**src/rtl/surf_align_pkg.sv**
```systemverilog
// Shared types for the SURF COUT/DOUT receive alignment controller.
// Holds the FSM state encoding, the alignment phase tag and the per-channel status record.
package surf_align_pkg;

  localparam int DLY_BITS_DEF = 5;
  localparam int NTAPS        = 2 ** DLY_BITS_DEF;

  typedef enum logic [3:0] {
    ST_IDLE,
    ST_NEXT_CH,
    ST_LOAD,
    ST_SETTLE,
    ST_SAMPLE,
    ST_NEXT_TAP,
    ST_CENTER,
    ST_SLIP_CHECK,
    ST_SLIP_PULSE,
    ST_DONE
  } align_state_t;

  // What a LOAD/SETTLE pair is in service of: tap sweep, word alignment, or parking at tap 0.
  typedef enum logic [1:0] {
    PH_SWEEP,
    PH_ALIGN,
    PH_ZERO
  } align_phase_t;

  typedef struct packed {
    logic                  locked;
    logic [DLY_BITS_DEF:0] eye_width;
  } chan_status_t;

endpackage

```
**src/rtl/surf_align_if.sv**
```systemverilog
// Control and PHY-facing signals of the alignment controller.
// master = controller side, slave = host/PHY side.
interface surf_align_if #(
  parameter int NCH      = 2,
  parameter int WIDTH    = 8,
  parameter int DLY_BITS = 5
);
  logic                      start_i;
  logic [NCH-1:0]            chan_mask_i;
  logic [NCH*WIDTH-1:0]      data_i;
  logic [DLY_BITS-1:0]       idelay_value_o;
  logic [NCH-1:0]            idelay_load_o;
  logic [NCH-1:0]            bitslip_o;
  logic                      busy_o;
  logic                      done_o;
  logic [NCH-1:0]            locked_o;
  logic [NCH*(DLY_BITS+1)-1:0] eye_width_o;

  modport master (
    input  start_i, chan_mask_i, data_i,
    output idelay_value_o, idelay_load_o, bitslip_o, busy_o, done_o, locked_o, eye_width_o
  );

  modport slave (
    output start_i, chan_mask_i, data_i,
    input  idelay_value_o, idelay_load_o, bitslip_o, busy_o, done_o, locked_o, eye_width_o
  );
endinterface

```
**src/rtl/surf_eye_tracker.sv**
```systemverilog
// Tracks runs of consecutive passing taps during a sweep and keeps the longest one.
// Strict '>' on update means the lowest-start run wins a tie; no wrap past the top tap.
module surf_eye_tracker #(
  parameter int DLY_BITS = 5
) (
  input  logic                clk,
  input  logic                rst_n,
  input  logic                clear,
  input  logic                pass,
  input  logic                fail,
  input  logic                last_tap,
  input  logic [DLY_BITS-1:0] tap,
  output logic [DLY_BITS-1:0] best_start,
  output logic [DLY_BITS:0]   best_len
);

  logic [DLY_BITS-1:0] cur_start;
  logic [DLY_BITS:0]   cur_len;
  logic [DLY_BITS-1:0] close_start;
  logic [DLY_BITS:0]   close_len;
  logic                close_en;

  always_comb begin
    close_start = cur_start;
    close_len   = cur_len;
    close_en    = 1'b0;
    if (pass) begin
      close_start = (cur_len == '0) ? tap : cur_start;
      close_len   = cur_len + 1'b1;
      close_en    = last_tap;
    end else if (fail) begin
      close_en = 1'b1;
    end
  end

  always_ff @(posedge clk) begin
    if (!rst_n || clear) begin
      cur_start  <= '0;
      cur_len    <= '0;
      best_start <= '0;
      best_len   <= '0;
    end else begin
      if (pass) begin
        cur_start <= close_start;
        cur_len   <= close_len;
      end else if (fail) begin
        cur_len <= '0;
      end
      if (close_en && (close_len > best_len)) begin
        best_start <= close_start;
        best_len   <= close_len;
      end
    end
  end

endmodule

```
**src/rtl/surf_align_ctrl.sv**
```systemverilog
// Per-channel IDELAY eye search and bitslip word alignment for the SURF receive path.
// Channels are handled one at a time, lowest index first.
module surf_align_ctrl
  import surf_align_pkg::*;
#(
  parameter int         NCH           = 2,
  parameter int         WIDTH         = 8,
  parameter logic [7:0] TRAIN_PATTERN = 8'hA9,
  parameter int         DLY_BITS      = DLY_BITS_DEF,
  parameter int         SETTLE        = 16,
  parameter int         NSAMP         = 64,
  parameter int         MIN_EYE       = 4
) (
  input logic          sysclk_i,
  input logic          rst_n_i,
  surf_align_if.master bus
);

  localparam int CH_W   = (NCH > 1) ? $clog2(NCH) : 1;
  localparam int MAXC   = (SETTLE > NSAMP) ? SETTLE : NSAMP;
  localparam int CNT_W  = $clog2(MAXC + 1);
  localparam int SLIP_W = $clog2(WIDTH + 1);
  localparam logic [DLY_BITS-1:0] TOP_TAP = '1;
  localparam logic [WIDTH-1:0]    PATTERN = TRAIN_PATTERN[WIDTH-1:0];

  align_state_t           state_q, state_d;
  align_phase_t           phase_q;
  logic [CH_W-1:0]        ch_q, next_ch;
  logic [NCH-1:0]         pending_q;
  logic                   have_ch;
  logic [DLY_BITS-1:0]    tap_q, dly_q, centre;
  logic [CNT_W-1:0]       cnt_q;
  logic [SLIP_W-1:0]      slips_q;
  logic [1:0]             match_q;
  logic [WIDTH-1:0]       word, ref_q;
  logic                   ok_q, eye_short;
  logic [NCH-1:0]         locked_q;
  logic [NCH*(DLY_BITS+1)-1:0] eye_q;
  logic [DLY_BITS-1:0]    best_start;
  logic [DLY_BITS:0]      best_len;

  assign word      = bus.data_i[ch_q*WIDTH +: WIDTH];
  assign centre    = best_start + DLY_BITS'(best_len >> 1);
  assign eye_short = best_len < (DLY_BITS+1)'(MIN_EYE);

  // Pick the lowest still-pending channel so masked channels cost no cycles.
  always_comb begin
    next_ch = '0;
    have_ch = |pending_q;
    for (int i = NCH - 1; i >= 0; i--) begin
      if (pending_q[i]) next_ch = CH_W'(i);
    end
  end

  surf_eye_tracker #(.DLY_BITS(DLY_BITS)) u_tracker (
    .clk        (sysclk_i),
    .rst_n      (rst_n_i),
    .clear      (state_q == ST_NEXT_CH),
    .pass       ((state_q == ST_NEXT_TAP) && ok_q),
    .fail       ((state_q == ST_NEXT_TAP) && !ok_q),
    .last_tap   (tap_q == TOP_TAP),
    .tap        (tap_q),
    .best_start (best_start),
    .best_len   (best_len)
  );

  always_ff @(posedge sysclk_i) begin
    if (!rst_n_i) state_q <= ST_IDLE;
    else          state_q <= state_d;
  end

  always_comb begin
    state_d = state_q;
    case (state_q)
      ST_IDLE:       if (bus.start_i) state_d = ST_NEXT_CH;
      ST_NEXT_CH:    state_d = have_ch ? ST_LOAD : ST_DONE;
      ST_LOAD:       state_d = (phase_q == PH_ZERO) ? ST_NEXT_CH : ST_SETTLE;
      ST_SETTLE:     if (cnt_q == CNT_W'(SETTLE - 1))
                       state_d = (phase_q == PH_SWEEP) ? ST_SAMPLE : ST_SLIP_CHECK;
      ST_SAMPLE:     if (cnt_q == CNT_W'(NSAMP - 1)) state_d = ST_NEXT_TAP;
      ST_NEXT_TAP:   state_d = (tap_q == TOP_TAP) ? ST_CENTER : ST_LOAD;
      ST_CENTER:     state_d = ST_LOAD;
      ST_SLIP_CHECK: begin
        if (word == PATTERN) begin
          if (match_q == 2'd3) state_d = ST_NEXT_CH;
        end else if (slips_q == SLIP_W'(WIDTH)) begin
          state_d = ST_NEXT_CH;
        end else begin
          state_d = ST_SLIP_PULSE;
        end
      end
      ST_SLIP_PULSE: state_d = ST_SETTLE;
      ST_DONE:       state_d = ST_IDLE;
      default:       state_d = ST_IDLE;
    endcase
  end

  // dly_q is updated one cycle ahead of LOAD so the value is valid alongside the strobe.
  always_ff @(posedge sysclk_i) begin
    if (!rst_n_i) begin
      phase_q   <= PH_SWEEP;
      ch_q      <= '0;
      pending_q <= '0;
      tap_q     <= '0;
      dly_q     <= '0;
      cnt_q     <= '0;
      slips_q   <= '0;
      match_q   <= '0;
      ref_q     <= '0;
      ok_q      <= 1'b0;
      locked_q  <= '0;
      eye_q     <= '0;
    end else begin
      case (state_q)
        ST_IDLE: if (bus.start_i) begin
          pending_q <= bus.chan_mask_i;
          locked_q  <= '0;
          eye_q     <= '0;
        end
        ST_NEXT_CH: if (have_ch) begin
          ch_q               <= next_ch;
          pending_q[next_ch] <= 1'b0;
          phase_q            <= PH_SWEEP;
          tap_q              <= '0;
          dly_q              <= '0;
        end
        ST_LOAD:   cnt_q <= '0;
        ST_SETTLE: cnt_q <= (cnt_q == CNT_W'(SETTLE - 1)) ? '0 : cnt_q + 1'b1;
        ST_SAMPLE: begin
          cnt_q <= cnt_q + 1'b1;
          if (cnt_q == '0) begin
            ref_q <= word;
            ok_q  <= 1'b1;
          end else if (word != ref_q) begin
            ok_q <= 1'b0;
          end
        end
        ST_NEXT_TAP: if (tap_q != TOP_TAP) begin
          tap_q <= tap_q + 1'b1;
          dly_q <= tap_q + 1'b1;
        end
        ST_CENTER: begin
          eye_q[ch_q*(DLY_BITS+1) +: (DLY_BITS+1)] <= best_len;
          slips_q <= '0;
          match_q <= '0;
          if (eye_short) begin
            phase_q <= PH_ZERO;
            dly_q   <= '0;
          end else begin
            phase_q <= PH_ALIGN;
            dly_q   <= centre;
          end
        end
        ST_SLIP_CHECK: begin
          if (word == PATTERN) begin
            match_q <= match_q + 1'b1;
            if (match_q == 2'd3) locked_q[ch_q] <= 1'b1;
          end else begin
            match_q <= '0;
          end
        end
        ST_SLIP_PULSE: slips_q <= slips_q + 1'b1;
        default: ;
      endcase
    end
  end

  always_comb begin
    bus.idelay_load_o = '0;
    bus.bitslip_o     = '0;
    if (state_q == ST_LOAD)       bus.idelay_load_o[ch_q] = 1'b1;
    if (state_q == ST_SLIP_PULSE) bus.bitslip_o[ch_q]     = 1'b1;
    bus.busy_o         = (state_q != ST_IDLE) && (state_q != ST_DONE);
    bus.done_o         = (state_q == ST_DONE);
    bus.idelay_value_o = dly_q;
    bus.locked_o       = locked_q;
    bus.eye_width_o    = eye_q;
  end

endmodule
```
**src/flat_wrapper.sv**
```systemverilog
// flat-port wrapper written by rule: the top's interface ports become plain ports
module surf_align_ctrl_flat import surf_align_pkg::*;
#(
  parameter int         NCH           = 2,
  parameter int         WIDTH         = 8,
  parameter logic [7:0] TRAIN_PATTERN = 8'hA9,
  parameter int         DLY_BITS      = DLY_BITS_DEF,
  parameter int         SETTLE        = 16,
  parameter int         NSAMP         = 64,
  parameter int         MIN_EYE       = 4
)
  (sysclk_i, rst_n_i, bus_start_i, bus_chan_mask_i, bus_data_i, bus_idelay_value_o, bus_idelay_load_o, bus_bitslip_o, bus_busy_o, bus_done_o, bus_locked_o, bus_eye_width_o);
  surf_align_if #(.NCH(NCH), .WIDTH(WIDTH), .DLY_BITS(DLY_BITS)) bus_i ();
  input logic sysclk_i;
  input logic rst_n_i;
  input wire logic [$bits(bus_i.start_i)-1:0] bus_start_i;
  input wire logic [$bits(bus_i.chan_mask_i)-1:0] bus_chan_mask_i;
  input wire logic [$bits(bus_i.data_i)-1:0] bus_data_i;
  output wire logic [$bits(bus_i.idelay_value_o)-1:0] bus_idelay_value_o;
  output wire logic [$bits(bus_i.idelay_load_o)-1:0] bus_idelay_load_o;
  output wire logic [$bits(bus_i.bitslip_o)-1:0] bus_bitslip_o;
  output wire logic [$bits(bus_i.busy_o)-1:0] bus_busy_o;
  output wire logic [$bits(bus_i.done_o)-1:0] bus_done_o;
  output wire logic [$bits(bus_i.locked_o)-1:0] bus_locked_o;
  output wire logic [$bits(bus_i.eye_width_o)-1:0] bus_eye_width_o;
  assign bus_i.start_i = bus_start_i;
  assign bus_i.chan_mask_i = bus_chan_mask_i;
  assign bus_i.data_i = bus_data_i;
  assign bus_idelay_value_o = bus_i.idelay_value_o;
  assign bus_idelay_load_o = bus_i.idelay_load_o;
  assign bus_bitslip_o = bus_i.bitslip_o;
  assign bus_busy_o = bus_i.busy_o;
  assign bus_done_o = bus_i.done_o;
  assign bus_locked_o = bus_i.locked_o;
  assign bus_eye_width_o = bus_i.eye_width_o;
  surf_align_ctrl #(.NCH(NCH), .WIDTH(WIDTH), .TRAIN_PATTERN(TRAIN_PATTERN), .DLY_BITS(DLY_BITS), .SETTLE(SETTLE), .NSAMP(NSAMP), .MIN_EYE(MIN_EYE)) u_core (.sysclk_i(sysclk_i), .rst_n_i(rst_n_i), .bus(bus_i));
endmodule
```
**config.mk**
```make
export PLATFORM = sky130hd
export DESIGN_NAME = surf_align_ctrl_flat
export DESIGN_NICKNAME = d
export VERILOG_FILES = /design/src/rtl/surf_align_pkg.sv /design/src/rtl/surf_align_if.sv /design/src/rtl/surf_eye_tracker.sv /design/src/rtl/surf_align_ctrl.sv /design/src/flat_wrapper.sv
export SDC_FILE = /design/constraint.sdc
export NUM_CORES = 1
export LEC_CHECK = 0
export ABC_AREA = 1
export BUFFER_PORTS_ARGS = -buffer_cell sky130_fd_sc_hd__buf_2
export CORE_ASPECT_RATIO = 0.5
export CORE_UTILIZATION = 59
export CTS_CLUSTER_SIZE = 14
export DETAILED_ROUTE_END_ITERATION = 12
export GPL_ROUTABILITY_DRIVEN = 0
export PLACE_DENSITY = 0.9
export SYNTH_ARGS = -nofsm -noshare
export SYNTH_HDL_FRONTEND = slang
export SYNTH_SLANG_ARGS = --single-unit
```
**constraint.sdc**
```tcl
create_clock -name sysclk_i -period 3.36 [get_ports sysclk_i]
set_input_delay 0.168 -clock sysclk_i [delete_from_list [all_inputs] [get_ports sysclk_i]]
set_output_delay 0.168 -clock sysclk_i [all_outputs]
set_load 0.01 [all_outputs]
```
==> out/qor.tcl <==
set qor(run_status) {complete, no violations}
set qor(worstRegToRegCells) 16
set qor(powerDensity_nw_per_um2) 559.6
set qor(worstPathCellList) {inv_2 > nand2_2 > inv_2 > nand2_4 > nor2_8 > o21ai_0 > inv_1 > ha_1 > nand2_1 > nor2_1 > and3_1 > nor2_2 > nand2_2 > inv_2 > o21ai_0 > a21oi_1}
set qor(post-dp-hpwl_um) 7003
set qor(clock_buffers_created_by_tritoncts) 9
set qor(drtAntennaViolNets) 0
set qor(report.final.slew_viol_count) 0
set qor(antennaDiodeCount) 0
set qor(core_area_um2) 6779
set qor(worstReg2RegStart) {u_core.state_q[1]}
set qor(number_of_global_route_vias_before_repair) 3583
set qor(critPathArrivalTime_ns) 2.91
set qor(hold_slack_ns) 0.09339
set qor(synth.cell_area_um2) 4200
set qor(max-clock-path-buffers) 2
set qor(post_cts.resized_instances) 0
set qor(synth_seq_area_share_pct) 36.70
set qor(clkTransAtPathRegs_ns) 0.06
set qor(p_total_mw) 2.671
set qor(cp_data_required_time_ns) 3.58
set qor(layout-drive-gt1-share_pct) 14.31
set qor(critical_path.slowest_cell) {dfxtp_1}
set qor(rsz_0062_raised_after_global_routing) {no}
set qor(critical_path_peak_fanout) 15
set qor(grt_antenna_before_repair) 0
set qor(tightestPinTransition_ns) 0.5578
set qor(maximum_capacitance_violations) 0
set qor(drt_iter0_drc) 281
set qor(post_synth_num_cell_types) 37
set qor(min_from) {bus_chan_mask_i[1]}
set qor(postCtsSetupRepairBufs) 0
set qor(maxSlewHeadroom_pct) 62.71
set qor(cts_root_buffer) {clkbuf_16}
set qor(final-instance-count-excl-fill) 756
set qor(fmax_mhz) 371.2
set qor(setup_total_negative_slack_ns) 0
set qor(fp.dieH_um) 61.66
set qor(area_growth_pct) 13.64
set qor(syn_inst) 614
set qor(period_minus_slack_ns) 2.694
set qor(finClkSkew_ns) 0.005419
set qor(cts_tree) {done}
set qor(place_inst) 741
set qor(initial_utilization_pct) 61.96
set qor(setup_violating_endpoint_count_in_the_final_report) 0
set qor(hold_path_depth) 3
set qor(max-vdd-ir-drop_mv) 0.2609
set qor(critPathLaunch) {u_core.state_q[1]}
set qor(post-route-drc-count) 0
set qor(pre_cts_slack_ns) 0.7161
set qor(timing.final.crit_share_pct) 80.18
set qor(grt_first_pass_wirelength_um) 15880
set qor(cts.htree.levels) 3
set qor(synth-async-reset-ratio_pct) 0
set qor(cp-end-kind) {register}
set qor(detail_route.wirelength_um) 10070
set qor(critPathKind) {reg -> reg}
set qor(finalHoldViolCount) 0
set qor(avgSynthCellArea_um2) 6.841
set qor(crit-reg2reg-capture) {u_core.u_tracker.best_start[2]}
set qor(yosys_most_used_dff) {dfxtp_1}
set qor(final.setup.worst_slack_ns) 0.6659
set qor(synth_enable_flop_cells) 0
set qor(net_count_final) 702
set qor(hold_buffers) 0
set qor(critical_path.most_common_cell) {inv_2}
set qor(grt_max_degree) 33
set qor(detail_route.first_pass.iterations) 5
set qor(synth-warning-count) 0
set qor(die-width_um) 121.3
set qor(syn_nets) 656
set qor(worst_hold_path_type) {in -> reg}
set qor(layout.cells.most_common) {nand2_1}
set qor(dr_total_vias) 4053
set qor(critical_path.max_stage_delay_ns) 0.41
set qor(die_area_um2) 7481
set qor(ff2ff_setup_slack_ns) 0.67
set qor(port_buffers) 45
set qor(p_leak_nw) 2.274
set qor(grt.total_usage_pct) 27.80
set qor(worstHoldEndpoint) {u_core.pending_q[1]}
set qor(floorplan.rows) 21
set qor(avgViaCountPerCell) 5.361
set qor(layout.cells.most_common_list) {nand2_1 (173), dfxtp_1 (77), inv_1 (72)}
set qor(clock_latency_ns) 0.33
set qor(clkSinkCount) 77
set qor(start_kind) {register}
set qor(routed_wire_length_per_instance_um) 13.31
set qor(num_io_pins) 46
set qor(grt-ovfl-total) 0
set qor(number_of_register_bits_inferred_by_synthesis) 77
==> power by group <==
part / switching [mW] / internal (mW) / total [mW]
logic: 0.481 / 0.204 / 0.685
clock network: 0.368 / 0.567 / 0.934
registers: 0.0701 / 0.982 / 1.05
total: 0.919 / 1.75 / 2.67
==> worst max-delay path: cells and delay by family, from the launching register on <==
| family | cells | cell delay, ns |
|---|---|---|
| flops | 1 | 0.41 |
| simple gates | 8 | 0.91 |
| fa+ha+maj | 1 | 0.29 |
| buf+inv | 4 | 0.38 |
| compound gates | 3 | 0.58 |
==> cell type report <==
class                   count  area, µm²
inverters                  82      310.3
clock inverters             5      52.55
repair buffers             48      247.7
fillers                   513       2006
well taps                  92      115.1
multi-input cells         442       2277
flip-flops and latches     77       1541
clock buffers              10      229.0
==> synthesized netlist by cell type (all sizes together) (2+ instances only) <==
library cell	count	area share, %
ha	20	6.0
o21a	2	0.36
o21ai	50	6.1
nor3	6	0.71
buf	7	1.2
nor2	59	7.1
xor2	5	1.0
inv	82	7.4
dfxtp	77	37
clkbuf	6	0.54
nand2	181	17
nand4	5	0.89
a211oi	6	1.1
o22ai	2	0.30
nand3	30	3.6
a21oi	67	8.2
==> worst max-delay path by stage <==
stage	cells after the start	end	slack (ns)
2_1_floorplan	17	u_core.u_tracker.best_len[5]	0.98
3_3_place_gp	16	u_core.u_tracker.best_start[0]	0.85
3_5_place_dp	17	u_core.u_tracker.best_start[2]	0.72
4_1_cts	17	u_core.u_tracker.best_start[2]	0.71
5_1_grt	17	u_core.u_tracker.best_len[4]	0.36
6_report	16	u_core.u_tracker.best_start[2]	0.67
==> kinds of logic (layout without fill, tap and decap cells) <==
kind of cell | after synthesis | count (layout) | share of synthesized area (%)
AND/OR/NAND/NOR | 285 | 285 | 29.94
flip-flops | 77 | 77 | 36.70
adder cells (fa/ha/maj) | 21 | 21 | 6.434
buffers and inverters | 95 | 145 | 9.085
XOR/XNOR | 6 | 6 | 1.251
AO/OA/AOI/OAI | 130 | 130 | 16.59
==> per-stage QoR <==
stage,area [µm²],utilization [%]
after floorplan,4200,-
after global placement,4492,66.26
after detailed placement,4492,66.26
after CTS,4773,70.41
after global routing,4773,70.41
final,4773,70.41
==> flip-flops by register name, summed over array words and instances, names as in the netlist <==
name / flops
u_core.bus.eye_width_o: 12
u_core.bus.idelay_value_o: 5
u_core.bus.locked_o: 2
u_core.ch_q: 1
u_core.cnt_q: 7
u_core.match_q: 2
u_core.ok_q: 1
u_core.pending_q: 2
u_core.phase_q: 2
u_core.ref_q: 8
u_core.slips_q: 4
u_core.state_q: 4
u_core.tap_q: 5
u_core.u_tracker.best_len: 6
u_core.u_tracker.best_start: 5
u_core.u_tracker.cur_len: 6
u_core.u_tracker.cur_start: 5
==> layer usage <==
metal / up-vias / GRT usage (%) / part of all wire (%)
met5: - / 0 / 0
met4: 0 / 11.82 / 2.2
met3: 22 / 7.130 / 6.4
met2: 134 / 49.35 / 47
met1: 1828 / 33.07 / 44
li1: 2069 / - / -
Note: power is estimated with default switching activity, not from simulation.
